File: src/rtl/fc_pkg.sv
// Shared FC-layer constants and the score buffer state encoding.
// Imported by the score buffer, its interface and the FC top level.
package fc_pkg;

  localparam int FC_N_SCORES = 10;
  localparam int FC_SCORE_W  = 16;
  localparam int FC_COUNT_W  = 4;

  typedef enum logic [0:0] {
    FILL = 1'b0,
    HOLD = 1'b1
  } sb_state_e;

endpackage

File: src/rtl/score_buffer_if.sv
// Score stream in, buffered frame out; master is the producer/consumer side,
// slave is the score buffer itself.
interface score_buffer_if import fc_pkg::*; #(
  parameter int N_SCORES = FC_N_SCORES,
  parameter int SCORE_W  = FC_SCORE_W
);

  logic                  in_valid;
  logic                  in_ready;
  logic [SCORE_W-1:0]    in_data;
  logic                  in_last;
  logic [SCORE_W-1:0]    outing2 [N_SCORES];
  logic                  max;
  logic                  frame_valid;
  logic                  frame_ack;
  logic [FC_COUNT_W-1:0] count;
  logic                  err_short;

  modport master (
    output in_valid, in_data, in_last, frame_ack,
    input  in_ready, outing2, max, frame_valid, count, err_short
  );

  modport slave (
    input  in_valid, in_data, in_last, frame_ack,
    output in_ready, outing2, max, frame_valid, count, err_short
  );

endinterface

File: src/rtl/score_buffer.sv
// Collects N_SCORES FC output scores into a frame buffer and hands the frame
// to a downstream consumer through a toggle trigger plus a valid/ack pair.
module score_buffer import fc_pkg::*; #(
  parameter int N_SCORES = FC_N_SCORES,
  parameter int SCORE_W  = FC_SCORE_W
) (
  input  logic          clk,
  input  logic          rst,
  score_buffer_if.slave sb
);

  localparam logic [FC_COUNT_W-1:0] LAST_IDX = FC_COUNT_W'(N_SCORES - 1);

  sb_state_e             state_q;
  logic [FC_COUNT_W-1:0] count_q;
  logic [SCORE_W-1:0]    buf_q [N_SCORES];
  logic                  max_q;
  logic                  frame_valid_q;
  logic                  err_short_q;

  // Frame fill / hold state machine with all outputs held in registers.
  always_ff @(posedge clk or posedge rst) begin
    if (rst) begin
      state_q       <= FILL;
      count_q       <= '0;
      buf_q         <= '{default: '0};
      max_q         <= 1'b0;
      frame_valid_q <= 1'b0;
      err_short_q   <= 1'b0;
    end else begin
      err_short_q <= 1'b0;
      case (state_q)
        FILL: begin
          if (sb.in_valid) begin
            buf_q[count_q] <= sb.in_data;
            // A full frame wins over in_last, so last-on-final-beat is a normal completion.
            if (count_q == LAST_IDX) begin
              state_q       <= HOLD;
              frame_valid_q <= 1'b1;
              max_q         <= ~max_q;
              count_q       <= '0;
            end else if (sb.in_last) begin
              err_short_q <= 1'b1;
              count_q     <= '0;
            end else begin
              count_q <= count_q + FC_COUNT_W'(1);
            end
          end
        end
        HOLD: begin
          // Buffer contents survive the release; new beats overwrite them.
          if (sb.frame_ack) begin
            state_q       <= FILL;
            frame_valid_q <= 1'b0;
          end
        end
        default: begin
          state_q <= FILL;
        end
      endcase
    end
  end

  assign sb.in_ready    = (state_q == FILL);
  assign sb.outing2     = buf_q;
  assign sb.max         = max_q;
  assign sb.frame_valid = frame_valid_q;
  assign sb.count       = count_q;
  assign sb.err_short   = err_short_q;

endmodule

File: src/flat_wrapper.sv
// flat-port wrapper written by rule: the top's interface ports become plain ports
module score_buffer_flat import fc_pkg::*;
#(
  parameter int N_SCORES = FC_N_SCORES,
  parameter int SCORE_W  = FC_SCORE_W
)
  (clk, rst, sb_in_valid, sb_in_data, sb_in_last, sb_frame_ack, sb_in_ready, sb_outing2, sb_max, sb_frame_valid, sb_count, sb_err_short);
  score_buffer_if #(.N_SCORES(N_SCORES), .SCORE_W(SCORE_W)) sb_i ();
  input  logic clk;
  input  logic rst;
  input wire logic [$bits(sb_i.in_valid)-1:0] sb_in_valid;
  input wire logic [$bits(sb_i.in_data)-1:0] sb_in_data;
  input wire logic [$bits(sb_i.in_last)-1:0] sb_in_last;
  input wire logic [$bits(sb_i.frame_ack)-1:0] sb_frame_ack;
  output wire logic [$bits(sb_i.in_ready)-1:0] sb_in_ready;
  output wire logic [$bits(sb_i.outing2)-1:0] sb_outing2;
  output wire logic [$bits(sb_i.max)-1:0] sb_max;
  output wire logic [$bits(sb_i.frame_valid)-1:0] sb_frame_valid;
  output wire logic [$bits(sb_i.count)-1:0] sb_count;
  output wire logic [$bits(sb_i.err_short)-1:0] sb_err_short;
  assign sb_i.in_valid = sb_in_valid;
  assign sb_i.in_data = sb_in_data;
  assign sb_i.in_last = sb_in_last;
  assign sb_i.frame_ack = sb_frame_ack;
  assign sb_in_ready = sb_i.in_ready;
  assign sb_outing2 = {>>{sb_i.outing2}};
  assign sb_max = sb_i.max;
  assign sb_frame_valid = sb_i.frame_valid;
  assign sb_count = sb_i.count;
  assign sb_err_short = sb_i.err_short;
  score_buffer #(.N_SCORES(N_SCORES), .SCORE_W(SCORE_W)) u_core (.clk(clk), .rst(rst), .sb(sb_i));
endmodule
File: config.mk
export PLATFORM = sky130hd
export DESIGN_NAME = score_buffer_flat
export DESIGN_NICKNAME = d
export VERILOG_FILES = /design/src/rtl/fc_pkg.sv /design/src/rtl/score_buffer_if.sv /design/src/rtl/score_buffer.sv /design/src/flat_wrapper.sv
export SDC_FILE = /design/constraint.sdc
export NUM_CORES = 1
export LEC_CHECK = 0
export ABC_AREA = 1
export BUFFER_PORTS_ARGS = -buffer_cell sky130_fd_sc_hd__clkbuf_2
export CAP_MARGIN = 30
export CORE_UTILIZATION = 45
export DETAILED_ROUTE_END_ITERATION = 12
export PLACE_DENSITY = 0.71
export SYNTH_ARGS = -nofsm -noshare
export SYNTH_HDL_FRONTEND = slang
export SYNTH_SLANG_ARGS = --single-unit
File: constraint.sdc
create_clock -name clk -period 7.8 [get_ports clk]
set_input_delay 1.56 -clock clk [delete_from_list [all_inputs] [get_ports clk]]
set_output_delay 1.56 -clock clk [all_outputs]
set_load 0.02 [all_outputs]
==> results.tsv <==
metric	value	unit
Seq/Total Area, Yosys	63.19	%
Arr. time, crit path	3.12	ns
Req. time, crit path	8.11	ns
Vias/cell	5.070	
TritonCTS clock tree	done	
detailed placer's ending HPWL	12090	µm
startpoint types	input port	
Cell Area, Synth	0.006653	mm²
R2R setup slack	5.54	ns
Mapped Cells	730	
post-CTS resize count	0	
Worst VDD drop	0.1945	mV
Setup TNS Final	0	ns
Final min period	2.807	ns
DR pass1 iterations	5	
commonest non-fill, non-tap cell in the layout	nand2_1	
Max clock buf depth	2	
Clk Latency, worst-skew pair	0.43	ns
GPL Wtd Cong	0.8277	
largest net degree at the start of global routing	91	
first-pass GRT wire length	28280	µm
Lkg Pwr	4.693	nW
status	finished clean	
max-slew violations	0	
final antenna-violating net count	0	
CTS Hold Buffers Added	0	
# H-tree levels	4	
CORE AREA	0.01448	mm²
Top Ports	189	
synth unique cells	21	
Final Hold Fails	0	
crit path capture type	register	
CTS Buf Count	17	
Area growth syn-to-layout	25.22	%
Post-Syn Nets	755	
row count	44	
Die H	123.6	µm
routed length per placed instance	16.86	µm
Starting Density	45.95	%
initial DRC count	383	
Non-Filler Instances	1090	
Max-Cap Viols	0	
# diodes	0	
# nets final	919	
Post-Place Cells	1057	
Slew headroom	33.33	%
post-route DRC violation count	0	
initial antenna violation count	0	
Yosys reg bits	168	
Worst Tran Pin Value	0.9972	ns
final WL	18370	µm
period utilization	35.99	%
skew final	0.007366	ns
fmax	0.3562	GHz
die width	123.6	µm
PnR Total Power	0.003120	W
clock root buffer	clkbuf_16	
hold crit path type	register to register	
Warnings, synthesis	0	
most frequent cells in the layout	nand2_1 (307), clkbuf_2 (188), dfrtp_1 (168)	
Die ar.	0.01527	mm²
vias in the first global route	5114	
Final setup viols	0	
Vias	5526	
port bufs	188	
Post-CTS Setup Bufs	0	
Synth Area per Inst	9.113	µm²
total gr overflow	0	
Crit Path Category	input port to register	
Sinks on Clock Net	168	
clk slew on worst S/H paths	0.06	ns
crit path max fanout	32	
GRT Overall Usage	25.34	%
pwr/cell area	374.6	mW/mm²
layout cells sized above 1	26.27	%
unrepaired setup endpoints after global routing	no	
## per-stage QoR
step / worst slack [ns] / util, % / cell area [µm²] / hold slack (ns)
after global placement: 4.475 / 52.68 / 7627 / 0.4547
final: 4.993 / 57.54 / 8330 / 0.4761
after detailed placement: 4.479 / 52.78 / 7642 / 0.4613
after global routing: 4.722 / 57.54 / 8330 / 0.4890
after floorplan: 1.693 / - / 6653 / 0.5465
after CTS: 4.942 / 57.24 / 8288 / 0.4770
## logic make-up after synthesis
logic type / Yosys count / synth area share [%]
AOI/OAI and AO/OA: 147 / 11.06
DFF: 168 / 63.19
buffers and inverters: 80 / 5.210
and+or+nand+nor: 331 / 19.79
adders and majority gates: 4 / 0.7523
## cells in the mapped netlist
master	number	area share [%]
nand3_2	1	0.15
nor2_2	2	0.19
nand3_1	9	0.68
clkbuf_1	24	1.4
nor2_4	6	1.0
inv_1	27	1.5
a21oi_1	2	0.15
nor2_1	2	0.11
ha_1	4	0.75
buf_6	1	0.17
nand4_1	1	0.094
nand2_2	1	0.094
o21ai_0	143	11
buf_2	16	1.2
o21ai_1	2	0.15
buf_4	3	0.34
inv_2	3	0.17
clkbuf_2	6	0.45
dfrtp_1	168	63
nand2_1	308	17
nor3_1	1	0.075
## state kept, by name (all words and copies together), names as in the netlist
signal                 flops
u_core.state_q             1
u_core.sb.err_short        1
u_core.sb.max              1
u_core.sb.count            4
u_core.sb.outing2        160
u_core.sb.frame_valid      1
## path summary, 6_finish.rpt
path | to | start | cells after the start
worst max-delay path | u_core.sb.outing2[117] | sb_in_valid | 5
min in group asynchronous | u_core.sb.outing2[77] | rst | 2
worst min-delay path | u_core.sb.outing2[11] | u_core.sb.outing2[11] | 2
worst min register to register | u_core.sb.outing2[11] | u_core.sb.outing2[11] | 2
worst max register to register | u_core.sb.outing2[13] | u_core.sb.count[1] | 7
max in group asynchronous | u_core.sb.outing2[107] | rst | 4
## where the power goes
part           internal [W]  total (W)  switching (W)
Combinational      0.000275   0.000912       0.000637
Clock              0.000591   0.000919       0.000328
Sequential          0.00113    0.00129       0.000159
## final cells by class
| type | instances | area [µm²] |
|---|---|---|
| Multi-Input combinational cell | 482 | 2105 |
| Timing Repair Buffer | 195 | 1028 |
| Fill cell | 1310 | 6148 |
| Clock inverter | 8 | 167.7 |
| Clock buffer | 23 | 478.0 |
| Tap cell | 184 | 230.2 |
| Inverter | 30 | 117.6 |
| Sequential cell | 168 | 4204 |
## metal layers
layer / share of wire (%) / vias up / wire (µm) / global-route usage [%]
li1: - / 2631 / - / -
met1: 46 / 2678 / 8361 / 35.54
met2: 46 / 195 / 8514 / 38.54
met3: 6.7 / 22 / 1223 / 6.639
met4: 1.5 / 0 / 275 / 7.831
met5: 0 / - / 0 / 0
## worst max-delay path, cell delays in order
cell and delay [ns]:
clkbuf_2 0.14, inv_1 0.06, nor2_2 0.17, nand3_1 0.72, o21ai_0 0.45
(Power assumes the default switching activity.)
